### config.mk
export PLATFORM = sky130hd
export DESIGN_NAME = pc_sequencer
export DESIGN_NICKNAME = d
export VERILOG_FILES = /design/src/rtl/pc_sequencer.sv
export SDC_FILE = /design/constraint.sdc
export NUM_CORES = 1
export LEC_CHECK = 0
export CORE_ASPECT_RATIO = 0.6
export CORE_MARGIN = 4
export CORE_UTILIZATION = 27
export CTS_CLUSTER_DIAMETER = 80
export DETAILED_ROUTE_END_ITERATION = 10
export GPL_TIMING_DRIVEN = 0
export PLACE_DENSITY = 0.5
export SLEW_MARGIN = 40
export SYNTH_ARGS = -nofsm -noshare
export SYNTH_HDL_FRONTEND = slang
export SYNTH_SLANG_ARGS = --single-unit
export TNS_END_PERCENT = 50
### constraint.sdc
create_clock -name clk -period 5.08 [get_ports clk]
set_input_delay 0.762 -clock clk [delete_from_list [all_inputs] [get_ports clk]]
set_output_delay 0.762 -clock clk [all_outputs]
set_load 0.01 [all_outputs]
### src/rtl/pc_sequencer.sv
// Fetch sequencer: owns the PC, paces instruction fetch over req/ack and issue over
// valid/ready, and applies the decoder's next-PC request when an instruction retires.
module pc_sequencer #(
    parameter logic [31:0] RESET_PC = 32'h0000_3000
) (
    input  logic        clk,
    input  logic        reset,
    input  logic        en,
    output logic        imem_req,
    output logic [31:0] imem_addr,
    input  logic        imem_ack,
    input  logic [31:0] imem_rdata,
    output logic [31:0] instr,
    output logic        instr_valid,
    input  logic        instr_ready,
    input  logic [2:0]  npc_op,
    input  logic [25:0] imm26,
    input  logic [31:0] ra,
    input  logic        zero,
    output logic [31:0] pc,
    output logic [31:0] pc4,
    output logic [31:0] retire_cnt,
    output logic        halted
);

    localparam logic [1:0] S_IDLE  = 2'd0;
    localparam logic [1:0] S_FETCH = 2'd1;
    localparam logic [1:0] S_ISSUE = 2'd2;
    localparam logic [1:0] S_HALT  = 2'd3;

    localparam logic [2:0] OP_BEQ = 3'd1;
    localparam logic [2:0] OP_J   = 3'd2;
    localparam logic [2:0] OP_JR  = 3'd3;

    logic [1:0]  state_q, state_d;
    logic [31:0] pc_q, pc_d;
    logic [31:0] instr_q, instr_d;
    logic [31:0] retire_cnt_q, retire_cnt_d;
    logic [31:0] next_pc;
    logic        retire;

    assign pc4 = pc_q + 32'd4;

    always_comb begin
        // NOTE: every signal written here gets a default first, so no latch is inferred.
        next_pc = pc4;
        case (npc_op)
            OP_BEQ:  if (zero) next_pc = pc4 + {{14{imm26[15]}}, imm26[15:0], 2'b00};
            OP_J:    next_pc = {pc_q[31:28], imm26, 2'b00};
            OP_JR:   next_pc = ra;
            default: next_pc = pc4;
        endcase
    end

    always_comb begin
        state_d = state_q;
        pc_d    = pc_q;
        instr_d = instr_q;
        retire  = 1'b0;
        case (state_q)
            S_IDLE: begin
                if (en) state_d = S_FETCH;
            end
            S_FETCH: begin
                if (imem_ack) begin
                    instr_d = imem_rdata;
                    state_d = S_ISSUE;
                end
            end
            S_ISSUE: begin
                if (instr_ready) begin
                    // A misaligned target halts without retiring the instruction.
                    if (next_pc[1:0] != 2'b00) begin
                        state_d = S_HALT;
                    end else begin
                        pc_d    = next_pc;
                        retire  = 1'b1;
                        state_d = en ? S_FETCH : S_IDLE;
                    end
                end
            end
            default: state_d = state_q;
        endcase
    end

    assign retire_cnt_d = retire ? retire_cnt_q + 32'd1 : retire_cnt_q;

    always_ff @(posedge clk) begin
        // NOTE: sequential state is updated with non-blocking assignments only.
        if (!reset) begin
            state_q      <= S_IDLE;
            pc_q         <= RESET_PC;
            instr_q      <= 32'd0;
            retire_cnt_q <= 32'd0;
        end else begin
            state_q      <= state_d;
            pc_q         <= pc_d;
            instr_q      <= instr_d;
            retire_cnt_q <= retire_cnt_d;
        end
    end

    assign imem_req    = (state_q == S_FETCH);
    assign imem_addr   = pc_q;
    assign instr       = instr_q;
    assign instr_valid = (state_q == S_ISSUE);
    assign pc          = pc_q;
    assign retire_cnt  = retire_cnt_q;
    assign halted      = (state_q == S_HALT);

endmodule

* Word level (Yosys, flattened, before mapping)
Cells that the tools add are included.
** Storage, ports and cells
- Flip-flop bits (word level) :: 98
- Bits in latches :: 0
- Bits in writable memories :: 0
- ROM bits :: 0
- Output and inout bits :: 163
- Logic and storage cells :: 37
- Memories :: 0
** Operators by class
- $add $sub $neg :: 3
- $mul :: 0
- Divide/modulo/power cells :: 0
- $lt $le $gt $ge :: 0
- Eq/ne operators :: 9
- Shifts and indexed selects :: 0
- Multiplexer cells :: 11
- Bitwise operators :: 2
- Reductions and logical operators :: 7
** Operator list (count)
- $pmux W32 S3 :: 1
- $add A32 B1 Y32 const B :: 1
- $add A32 B3 Y32 const B :: 1
- $add A32 B32 Y32 :: 1
- $mux W32 :: 1
- $mux W2 :: 4
- $reduce_and A4 Y1 :: 2
- $eq A3 B2 Y1 const B :: 2
- $pmux W2 S3 :: 1
- $eq A2 B2 Y1 const B :: 2
- $mux W1 :: 4
- $ne A2 B1 Y1 const B :: 2
- $eq A3 B1 Y1 const B :: 1
- $reduce_and A3 Y1 :: 1
- $reduce_bool A3 Y1 :: 1
- $eq A2 B1 Y1 const B :: 1
- $logic_not A2 Y1 :: 1
- $ne A2 B2 Y1 const B :: 1
- $not A1 Y1 :: 2
- $reduce_and A2 Y1 :: 1
- $reduce_bool A2 Y1 :: 1

* Logic depth before layout (Yosys ltp)
Gate-level depths: netlist of run 1.
- Depth after elaboration :: 8
- Gate-level depth with buffers :: 15
- Depth with buffers taken out :: 15

* Worst setup path before layout of run 1
No wires, ideal clock.
- Path kind :: register -> register
- From :: register pc_q[2], in the netlist imem_addr[2]
- To :: register pc_q[27], in the netlist imem_addr[27]
- Setup time :: 0.121 ns
- Arrival :: 3.679 ns
- Data required time :: 4.959 ns
- Slack :: 1.280 ns
- Cell stages (with the launch flop) :: 16
- Buffers on the path :: 0
- Clock period less this slack :: 3.800 ns
- Path through :: dfxtp_1 > ha_1 > and3_1 > nand4b_2 > nor2_2 > nand3_1 > xnor2_1 > ha_1 > nand2_1 > nor4_1 > and3_1 > a2111o_1 > a221o_1 > xor2_1 > a221oi_2 > nor3_1
** On the way
- Cells in the longest elaborated chain, start to end :: 4
** Ends and longest elaborated chain
- start, declared :: line 36 : logic [31:0] pc_q, pc_d;
- start signal, assigned :: line 97 : pc_q <= pc_d;
- $add A32 B3 Y32 :: line 42 : assign pc4 = pc_q + 32'd4;
- net pc4[22] :: line 21 : output logic [31:0] pc4,
- $add A32 B32 Y32 :: line 48 : OP_BEQ: if (zero) next_pc = pc4 + {{14{imm26[15]}}, imm26[15:0], 2'b00};
- $mux W32 :: line 48
- $pmux W32 S3 :: line 47 : case (npc_op)
The timed path passes the listed nets, and every way through them passes these cells.
A chain may end at the register's enable or synchronous reset.

* Final worst setup path of run 1
- From :: register pc_q[6], in the netlist imem_addr[6]
- To :: register pc_q[31], in the netlist imem_addr[31]
** On the way
- Cells in the longest elaborated chain, start to end :: 4
** Ends and longest elaborated chain (line)
- $add A32 B3 Y32 (*) :: 42
- $add A32 B32 Y32 :: 48
- $mux W32 :: 48
- $pmux W32 S3 (*) :: 47
Every way passes the cells marked *; elsewhere a longest branch is shown, timed or not.

==> flow_metrics.env, run 1 <==
export IMPL_r2r_slack_ns=0.13
export IMPL_wl_per_cell_um=21.9
export IMPL_cp_slowest_cell="dfxtp_1"
export IMPL_synth_area_per_cell_um2=7.55
export IMPL_htreeDepth=3
export IMPL_start_util=0.278
export IMPL_crit_path_max_incr_delay_ns=0.57
export IMPL_end_kind="flop"
export IMPL_hold_buffers=0
export IMPL_netlist_instances=985
export IMPL_hold_end="instr[6]"
export IMPL_grt_use_total=0.226
export IMPL_crit_fanout=8
export IMPL_nFillCells=2761
export IMPL_grt_pass1_wl_mm=51.8
export IMPL_syn_area_mm2=0.00744
export IMPL_use_met1=0.349
export IMPL_clock_skew_ns=0.0112
export IMPL_worstHoldPathType="flop to flop"
export IMPL_antenna_found_initial=1
export IMPL_worstMarginPinSlew_ns=0.877
export IMPL_multi_input_area_mm2=0.00488
export IMPL_async_reset_ff_frac=0
export IMPL_gp_congestion=0.938
export IMPL_dr_pass1_iters=5
export IMPL_grt_start_max_net_pins=23
export IMPL_reg2reg_depth=14
export IMPL_grt_util_met2=0.302
export IMPL_pin_count=262
export IMPL_fp_dieW_um=222
export IMPL_die_h_um=137
export IMPL_grt_util_met3=0.0701
export IMPL_core_mm2=0.0268
export IMPL_ff_latch_area_mm2=0.00196
export IMPL_p_per_area_mw_per_mm2=181
export IMPL_synth_edf_count=0
export IMPL_hpwlAfterDp_mm=28.4
export IMPL_worstSetupStartpoint="imem_addr[6]"
export IMPL_area_delta_synth_final_pct=45.2
export IMPL_worstSkewPairLatency_ns=0.37
export IMPL_power_leakage_nw=4.11
export IMPL_numCtsBuffers=9
export IMPL_period_needed_ns=4.95
export IMPL_clk_pin_slew_ns=0.08
export IMPL_layout_drive_gt1_share=0.0786
export IMPL_crit_reg2reg_capture="imem_addr[31]"
export IMPL_seq_area_frac_synth=0.264
export IMPL_clkSinkCount=98
export IMPL_yosysWarnings=0
export IMPL_die_area_mm2=0.0304
export IMPL_cp_arrival_ns=5.19
export IMPL_post_route_util=0.403
export IMPL_final_max_slew_viol_count=0
export IMPL_drt_total_wl_mm=35.5
export IMPL_root_buffer="clkbuf_16"
export IMPL_maxCapViolations=0
export IMPL_cts_resized=0
export IMPL_layout_nets=1392
export IMPL_ctsLongestPathBuffers=2
export IMPL_synthDistinctLibCells=86
export IMPL_drt_vias_per_instance=5.25
export IMPL_cts_tree="built"
export IMPL_rsz0062_at_grt="no"
export IMPL_vias=8510
export IMPL_hp_start="instr[6]"
export IMPL_port_buffers=258
export IMPL_drtIter0Drc=650
export IMPL_fin_crit_sh=0.975
export IMPL_rows=46
export IMPL_status="finished clean"
export IMPL_synth_nets=1123
export IMPL_setup_worst_path_class="flop to flop"
export IMPL_ant_nets=0
export IMPL_grt_busiest_layer="met1"
export IMPL_synth_ff_type="dfxtp_1"
export IMPL_min_path_cells=2
export IMPL_grt_pass1_vias=7999
export IMPL_cts_setup_buffers=0
export IMPL_drc=0
export IMPL_critPathLaunchType="flop"
export IMPL_setup_viol=0
export IMPL_crit_chain="nand3_1 -> nand2b_1 -> nor2_2 -> nand4_1 -> xnor2_2 -> ha_1 -> nand2_1 -> nor4_1 -> and3_1 -> a2111o_1 -> a221o_1 -> o2111ai_1 -> a211oi_1 -> o32ai_2"
export IMPL_relSlewSlack=0.415
export IMPL_cp_required_ns=5.32
export IMPL_fmax_mhz=202
export IMPL_ir_drop_mv=0.142
export IMPL_ys_seq_elements=98
export IMPL_grt_remaining_overflow=0
export IMPL_timing_setup_tns_ns=0
export IMPL_hold_violations=0
export IMPL_timing_rr_start="imem_addr[6]"
==> flip-flops by register name (all words and copies together) (netlist names) <==
register / cells
imem_addr: 32
instr: 32
retire_cnt: 32
state_q: 2
==> metrics by stage <==
step                area, µm²  power, mW  hold WS [ns]  worst slack [ns]  instances
finish                  10800       1.95         0.458             0.126       1620
global route            10800       2.03         0.474            0.0154       1619
CTS                     10800       1.97         0.457            0.0913       1619
detailed placement      10500       1.24         0.448             0.118       1603
global placement        10500       1.24         0.442            0.0822       1603
floorplan                7440       1.02         0.481              1.28        985
==> worst max-delay path by stage <==
| stage | end | slack (ns) |
|---|---|---|
| floorplan | imem_addr[27] | 1.28 |
| global placement | imem_addr[31] | 0.08 |
| detailed placement | imem_addr[31] | 0.12 |
| CTS | imem_addr[31] | 0.09 |
| global route | imem_addr[31] | 0.02 |
| finish | imem_addr[31] | 0.13 |
==> synth_stat cells, types with 3 or more instances <==
master	count	area, µm²
nand2_1	140	526
a21oi_1	107	536
dfxtp_1	98	1960
nor2_1	84	315
o21ai_0	46	230
ha_1	38	475
inv_1	38	143
xnor2_1	38	333
buf_4	37	278
clkbuf_1	34	128
nand3_1	33	165
xor2_1	27	236
and3_1	15	93.8
nand4_1	13	81.3
nand2b_1	12	75.1
nor3_1	12	60.1
mux2i_1	11	110
a22oi_1	10	75.1
o211ai_1	10	75.1
or3_1	10	62.6
a211oi_1	8	60.1
a21o_1	8	60.1
a31oi_1	8	50.1
and4_1	8	70.1
nor2b_1	8	50.1
nor4_1	8	50.1
a221oi_1	7	61.3
and2_1	6	37.5
o21bai_1	6	45.0
buf_6	5	56.3
o211a_1	5	50.1
o41ai_1	5	43.8
or2_2	5	31.3
a221o_1	4	40.0
o2111ai_1	4	35.0
o221ai_1	4	35.0
o22ai_1	4	25.0
o31ai_1	4	30.0
a22o_1	3	26.3
buf_1	3	11.3
o21a_1	3	22.5
==> cells in the final DEF, fill, tap and decap left out, types with 11 or more instances in the layout <==
cell type	instances
clkdlybuf4s50_1	257
nand2_1	140
a21oi_1	107
dfxtp_1	98
nor2_1	82
o21ai_0	46
inv_1	38
ha_1	38
buf_4	37
xnor2_1	36
nand3_1	33
clkbuf_1	32
xor2_1	27
and3_1	15
nand4_1	13
nand2b_1	12
nor3_1	12
mux2i_1	11
==> routing by layer <==
| metal | vias up | share of wire | wire length [µm] |
|---|---|---|---|
| met5 | - | 0.00037 | 13 |
| met4 | 2 | 0.012 | 442 |
| met3 | 35 | 0.10 | 3580 |
| met2 | 395 | 0.39 | 13900 |
| met1 | 4028 | 0.49 | 17500 |
| li1 | 4050 | - | - |
==> critical path, delay by kind of cell, from the launching register on <==
family / cells / cell delay, ns
xor+xnor: 1 / 0.22
compound gates: 5 / 1.36
simple gates: 7 / 2.20
flops: 1 / 0.57
fa+ha+maj: 1 / 0.45
==> kinds of logic (layout without fill, tap and decap cells) <==
family,Yosys count,in the layout,share of synthesized area
DFF,98,98,0.264
and+or+nand+nor,380,380,0.252
adders and majority gates,39,39,0.0666
other,0,1,0
muxes,13,13,0.0178
buffers and inverters,119,393,0.0845
AOI/OAI and AO/OA,271,271,0.239
xor gates and xnor gates,65,65,0.0765
==> layout make-up <==
cell class	count	share of cell area
Antenna cell	1	0.000232
Clock inverter	6	0.00498
Multi-Input combinational cell	768	0.452
Inverter	38	0.0132
Clock buffer	10	0.0221
Timing Repair Buffer	258	0.239
Tap cell	360	0.0417
Sequential cell	98	0.182
Buffer	81	0.0452
==> power by group <==
part           internal (mW)  leakage [nW]  switching (mW)
Sequential             0.788         0.791          0.0147
Combinational          0.192          3.18           0.236
Clock                  0.357         0.142           0.364
Total                   1.34          4.11           0.615
(Power assumes the default switching activity.)
==> inputs of run 2 (changes only) <==
CORE_UTILIZATION = 40   (was 27)
PLACE_DENSITY = 0.69   (was 0.5)
clock period = 5.25 ns   (was 5.08 ns; I/O delays follow)
==> flow_metrics.env, run 2 (synthesis results as in run 1) <==
export IMPL_cts_resized=0
export IMPL_port_buffers=258
export IMPL_whs_ns=0.454
export IMPL_hold_violations=0
export IMPL_drt_total_wl_mm=31.8
export IMPL_timing_setup_tns_ns=0
export IMPL_clock_skew_ns=0.0180
export IMPL_end_kind="flop"
export IMPL_cts_tree="built"
export IMPL_r2r_slack_ns=0.26
export IMPL_layout_nets=1392
export IMPL_cts_setup_buffers=0
export IMPL_hold_buffers=0
export IMPL_power_leakage_nw=4.07
export IMPL_cp_required_ns=5.47
export IMPL_grt_pass1_wl_mm=47.6
export IMPL_hpwlAfterDp_mm=25.1
export IMPL_crit_reg2reg_capture="imem_addr[31]"
export IMPL_worstMarginPinSlew_ns=0.909
export IMPL_worstSetupStartpoint="imem_addr[2]"
export IMPL_vias=8667
export IMPL_ir_drop_mv=0.150
export IMPL_ff_latch_area_mm2=0.00196
export IMPL_status="finished clean"
export IMPL_root_buffer="clkbuf_16"
export IMPL_core_mm2=0.0182
export IMPL_setup_viol=0
export IMPL_critPathLaunchType="flop"
export IMPL_ctsLongestPathBuffers=2
export IMPL_fin_crit_sh=0.951
export IMPL_pin_count=262
export IMPL_diodes=0
export IMPL_gp_congestion=1.01
export IMPL_timing_rr_start="imem_addr[2]"
export IMPL_start_util=0.409
export IMPL_rows=38
export IMPL_fmax_mhz=200
export IMPL_nFillCells=1764
export IMPL_grt_start_max_net_pins=23
export IMPL_final_common_cell="clkdlybuf4s50_1"
export IMPL_grt_use_total=0.293
export IMPL_clk_pin_slew_ns=0.08
export IMPL_worstHoldPathType="flop to flop"
export IMPL_layout_drive_gt1_share=0.0739
export IMPL_cp_arrival_ns=5.21
export IMPL_p_total_mw=1.87
export IMPL_drc=0
export IMPL_ant_nets=0
export IMPL_numCtsBuffers=9
export IMPL_antenna_found_initial=1
export IMPL_die_h_um=114
export IMPL_p_per_area_mw_per_mm2=177
export IMPL_crit_fanout=8
export IMPL_fp_dieW_um=184
export IMPL_htreeDepth=3
export IMPL_layout_common_cells="clkdlybuf4s50_1 (257), nand2_1 (140), a21oi_1 (107)"
export IMPL_clkSinkCount=98
export IMPL_grt_remaining_overflow=0
export IMPL_area_delta_synth_final_pct=42.7
export IMPL_drt_vias_per_instance=5.78
export IMPL_die_area_mm2=0.0209
export IMPL_wl_per_cell_um=21.2
export IMPL_multi_input_area_mm2=0.00485
export IMPL_worstSetupEndpoint="imem_addr[31]"
export IMPL_relSlewSlack=0.392
export IMPL_rsz0062_at_grt="no"
export IMPL_maxCapViolations=0
export IMPL_grt_pass1_vias=8083
export IMPL_final_max_slew_viol_count=0
export IMPL_dr_pass1_iters=6
export IMPL_hp_start="instr[21]"
export IMPL_worstSkewPairLatency_ns=0.36
export IMPL_drtIter0Drc=1177
export IMPL_setup_worst_path_class="flop to flop"
export IMPL_reg2reg_depth=15
export IMPL_period_needed_ns=4.99
run 2: changes by cell type in the layout (fill, tap and decap cells not counted), sizes merged:
cell / before / now
clkinv: 0 / 1
diode: 1 / 0
inv: 43 / 42
run 2: area by class of cell:
cell class | instances | area share
multi-input cells | 768 | 0.457
flip-flops and latches | 98 | 0.185
clock inverters | 6 | 0.00531
well taps | 240 | 0.0283
clock buffers | 10 | 0.0225
inverters | 38 | 0.0134
plain buffers | 81 | 0.0457
repair buffers | 258 | 0.243
run 2: per-layer routing:
metal  share of wire  routed length [µm]  track usage
met1            0.45               14300        0.437
met2            0.40               12600        0.401
met3            0.14                4400        0.112
met4           0.016                 512       0.0532
met5         0.00041                  13            0
run 2: where the power goes:
group / leakage (nW) / internal, mW / switching [mW]
registers: 0.791 / 0.762 / 0.0150
logic: 3.14 / 0.186 / 0.219
clock network: 0.144 / 0.347 / 0.344
run 2: through the flow:
| step | std cells | setup slack (ns) | util | cell area (µm²) |
|---|---|---|---|---|
| final | 1499 | 0.256 | 0.584 | 10600 |
| after global routing | 1499 | 0.223 | 0.584 | 10600 |
| after CTS | 1499 | 0.555 | 0.584 | 10600 |
| after detailed placement | 1483 | 0.568 | 0.568 | 10300 |
| after global placement | 1483 | 0.497 | 0.568 | 10300 |
| after floorplan | 985 | 1.45 | - | 7440 |
run 2: worst min path at each step:
stage          cells after the start  slack (ns)         to
5_1_grt                            2        0.47   instr[1]
4_1_cts                            2        0.46  instr[12]
3_5_place_dp                       2        0.45  instr[12]
6_report                           2        0.45  instr[21]
2_1_floorplan                      2        0.48   instr[0]
3_3_place_gp                       2        0.44  instr[12]
run 2: worst max-delay path: stages (launching register included):
cell and delay, ns:
dfxtp_1 0.50, ha_1 0.33, and3_1 0.28, nand4b_2 0.41
nor2_2 0.45, nand3_1 0.21, xnor2_1 0.21, ha_1 0.44
nand2_1 0.10, nor4_1 0.41, and3_1 0.30, a2111o_1 0.23
a221o_1 0.26, o2111ai_1 0.22, a211oi_1 0.39, o32ai_2 0.13
==> patch 1 (settings of run 1) <==
`RESET_PC`: 32'h0000_3000 -> 32'h00001800.
--- a/src/rtl/pc_sequencer.sv
+++ b/src/rtl/pc_sequencer.sv
@@ -2,5 +2,5 @@
 // valid/ready, and applies the decoder's next-PC request when an instruction retires.
 module pc_sequencer #(
-    parameter logic [31:0] RESET_PC = 32'h0000_3000
+    parameter logic [31:0] RESET_PC = 32'h00001800
 ) (
     input  logic        clk,
Check against the original RTL: not equivalent (a bounded check fails within 4 cycles, from zero or initial values and one cycle with reset low).
==> patch 1 against run 1 <==
- count of clock-buffer cells in the layout grew 1
- non-clock buffer count grew 1
- total power grew 3.1%
- cell area shrank 0.71%
- largest cell class unchanged
- worst setup slack gained 0.11 ns
- wire length shrank 7.2%
- critical path type unchanged
- sequential cell count is the same
- die area shrank 1.2%
- final cell count shrank 1.1%
- critical endpoint unchanged
- area after synthesis shrank 1.2%
==> patch 1: results (changes against run 1) <==
Clock Path Buffers=2 (unchanged); Critical Path AT=5.09 ns (was 5.19 ns); H-tree depth=3 (unchanged); initial DRC count=700 (was 650); Antenna Cells=0 (was 1); vias in the first global route=7677 (was 7999); Leakage=4.21 nW (was 4.11 nW); largest net degree at the start of global routing=22 (was 23); placed inst area=10400 um^2 (was 10500 um^2); Final HPWL DP=26.2 mm (was 28.4 mm); met3 WL=2.83 mm (was 3.58 mm); wire length on met2=13.2 mm (was 13.9 mm); Mean Syn Cell Area=7.60 um^2 (was 7.55 um^2); top cells by count, synth=149 x nand2_1, 98 x dfxtp_1, 60 x a21oi_1, 60 x nor2_1, 53 x xnor2_1 (was 140 x nand2_1, 107 x a21oi_1, 98 x dfxtp_1); Synth cell types=69 (was 86); yosys warns=0 (unchanged); relative slew slack=48.6% (was 41.5%); Synth Net Count=1105 (was 1123); clock root cell=clkbuf_16 (unchanged); Slew Limit Fails=0 (unchanged); status=finished, final reports clean (unchanged); crit-path max FO=8 (unchanged); Final GP Congestion=0.884 (was 0.938); top post-synthesis cells by area=dfxtp_1 27%, nand2_1 7.6%, ha_1 6.5% (was dfxtp_1 26%, a21oi_1 7.2%, nand2_1 7.1%); Avg WL per Cell=20.6 um (was 21.9 um); first-pass GRT wire length=49.0 mm (was 51.8 mm); M1 WL=16.6 mm (was 17.5 mm); Worst VDD drop=162 uV (was 142 uV); vias after detailed routing=8263 (was 8510); TritonCTS Buffers=9 (unchanged); Post-synth ARST share=0% (unchanged); final setup fails=0 (unchanged); FF-to-FF path depth=15 (was 14); layout cells sized above 1=5.64% (was 7.86%); initial antenna violation count=1 (unchanged); Clock Latency Late Sink=approximately 0.36 ns; dpl cells=1586 (was 1603); gr usage total=21.3% (was 22.6%); skew final=0.0127 ns (was 0.0112 ns); number of port buffers=259 (was 258); Final nets=1375 (was 1392); Post-CTS Setup Bufs=0 (unchanged); Top Layer Used=met4 (was met5); Routed WL=32.9 mm (was 35.5 mm); sequential cell area fraction in the yosys report=26.7% (was 26.4%)
## patch 1: stage by stage
stage	setup slack [ns]	power [mW]	util [%]	hold slack, ns
after floorplan	1.12	1.04	-	0.488
after global placement	-0.0652	1.28	39.1	0.454
after detailed placement	-0.00136	1.28	39.1	0.457
after CTS	0.204	2.04	40.3	0.468
after global routing	0.0332	2.12	40.3	0.489
final	0.241	2.01	40.3	0.464
## patch 1: report_power, final
part / total [mW] / switching (mW) / internal (mW)
registers: 0.811 / 0.0192 / 0.792
logic: 0.449 / 0.239 / 0.210
clock network: 0.753 / 0.348 / 0.405
## patch 1: path summary, 6_finish.rpt
path	start	end	slack [ns]
max	imem_addr[2]	imem_addr[31]	0.24
min	instr[13]	instr[13]	0.46
max reg2reg	imem_addr[2]	imem_addr[31]	0.24
min reg2reg	instr[13]	instr[13]	0.46
## patch 1: area by class of cell
| type | count | area (um^2) |
|---|---|---|
| Clock buffer | 11 | 243 |
| Inverter | 25 | 93.8 |
| Buffer | 81 | 435 |
| Tap cell | 360 | 450 |
| Timing Repair Buffer | 259 | 2590 |
| Multi-Input combinational cell | 763 | 4880 |
| Clock inverter | 5 | 67.6 |
| Sequential cell | 98 | 1960 |
| Fill cell | 2806 | 15900 |
## patch 1: cells by family after synthesis
family	after synthesis	share of synthesized area, %
flops	98	26.7
buf+inv	106	7.17
mux	8	1.12
simple gates	372	24.8
compound gates	271	24.7
fa+ha+maj	39	6.74
xor+xnor	73	8.80
## patch 1: timing repair
item / CTS / global route
hold buffers: 0 / 0
endpoints found under the setup margin: 1 / 1
resized for setup: 1 / 1
## patch 1: critical path: stages (launching register included)
cell,delay (ns)
dfxtp_1,0.51
ha_1,0.31
nand3_2,0.18
or2_1,0.37
nor3_4,0.36
and3_1,0.27
xor2_1,0.28
ha_1,0.16
clkbuf_1,0.31
nand4_1,0.19
or3_1,0.40
o2111ai_1,0.44
a31oi_1,0.18
xnor2_1,0.16
and3_1,0.20
o41ai_1,0.38
## patch 1: layer usage
layer / track usage, % / vias up
met5: 0 / -
met4: 3.64 / 0
met3: 6.11 / 21
met2: 30.3 / 383
met1: 32.1 / 3902
li1: - / 3957
==> patch 2 (settings of run 1) <==
Made on the original files. Make the reset (`reset`) asynchronous in one clocked block.
--- a/src/rtl/pc_sequencer.sv
+++ b/src/rtl/pc_sequencer.sv
@@ -86,5 +86,5 @@
     assign retire_cnt_d = retire ? retire_cnt_q + 32'd1 : retire_cnt_q;
 
-    always_ff @(posedge clk) begin
+    always_ff @(posedge clk or negedge reset) begin
         // NOTE: sequential state is updated with non-blocking assignments only.
         if (!reset) begin
Function: differs if reset is asserted again (counterexample within 4 cycles, from zero or initial values and one cycle with reset low); with reset held inactive, the same outputs for 10 cycles.
==> patch 2 against run 1 <==
- worst setup slack better by 0.20 ns
- worst hold slack worse by 0.17 ns
- die area about the same
- fmax up 4.1%
- wire length down 12%
- non-clock buffer count down 7
- sequential cell count unchanged
- cell area up 0.63%
- sequential share of layout area up 4.4 points
- area after synthesis about the same
- total power down 12%
- sequential power down 2.9%
- highest routed layer is now met4
==> patch 2: results (changes against run 1) <==
gr usage total=19.7% (was 22.6%); initial antenna violation count=0 (was 1); first-pass GRT wire length=45.7 mm (was 51.8 mm); post-route minimum period=4.76 ns (was 4.95 ns); CP max stage delay=0.51 ns (was 0.57 ns); layout cells sized above 1=9.74% (was 7.86%); number of port buffers=260 (was 258); Post-synth ARST share=100% (was 0%); ClkCell Share=2.73% (was 2.71%); top post-synthesis cells by area=dfrtp_1 32%, ha_1 6.4%, xnor2_1 5.7% (was dfxtp_1 26%, a21oi_1 7.2%, nand2_1 7.1%); # fillers=2749 (was 2761); combinational share of power=14.3% (was 21.9%); skew final=0.00967 ns (was 0.0112 ns); reg2reg setup slack=0.32 ns (was 0.13 ns); status=finished, final reports clean (unchanged); FF-to-FF path depth=18 (was 14); Clock Latency Late Sink=0.35 ns (was 0.37 ns); ys flop type=dfrtp_1 (was dfxtp_1); Inverters=32 (was 38); Multi-input comb cells=662 (was 768); PwrDens=159 nW/um^2 (was 181 nW/um^2); Critical Path AT=4.94 ns (was 5.19 ns); Mapped Cells=862 (was 985); Worst Setup EP=imem_addr[31] (unchanged); fin util=40.6% (was 40.3%); Slew @ Worst Pin=0.814 ns (was 0.877 ns); sequential cell area fraction in the yosys report=33.0% (was 26.4%); Net Sw Power=0.476 mW (was 0.615 mW); Worst VDD drop=122 uV (was 142 uV)
[patch 2: cell count changes in the layout (fill, tap and decap cells not counted), moves of 9 or more]
cell / before / now
a21oi_1: 107 / 70
and3_1: 15 / 28
dfrtp_1: 0 / 95
dfxtp_1: 98 / 0
inv_1: 38 / 29
mux2_2: 2 / 33
nand2_1: 140 / 84
nor2_1: 82 / 57
xnor2_1: 36 / 47
[patch 2: logic make-up after synthesis]
kind of cell | count (synthesis) | share of synthesized area [%]
flip-flops | 98 | 33.0
multiplexers | 41 | 6.09
AND/OR/NAND/NOR | 267 | 17.9
adder cells (fa/ha/maj) | 39 | 6.66
buffers and inverters | 102 | 6.91
XOR/XNOR | 80 | 9.52
AO/OA/AOI/OAI | 235 | 19.9
[patch 2: layer usage]
layer / track usage [%] / vias to the layer above / part of all wire (%)
met5: 0 / - / 0
met4: 4.51 / 0 / 1.6
met2: 26.7 / 385 / 39
met1: 30.7 / 3653 / 49
met3: 5.32 / 36 / 9.8
li1: - / 3608 / -
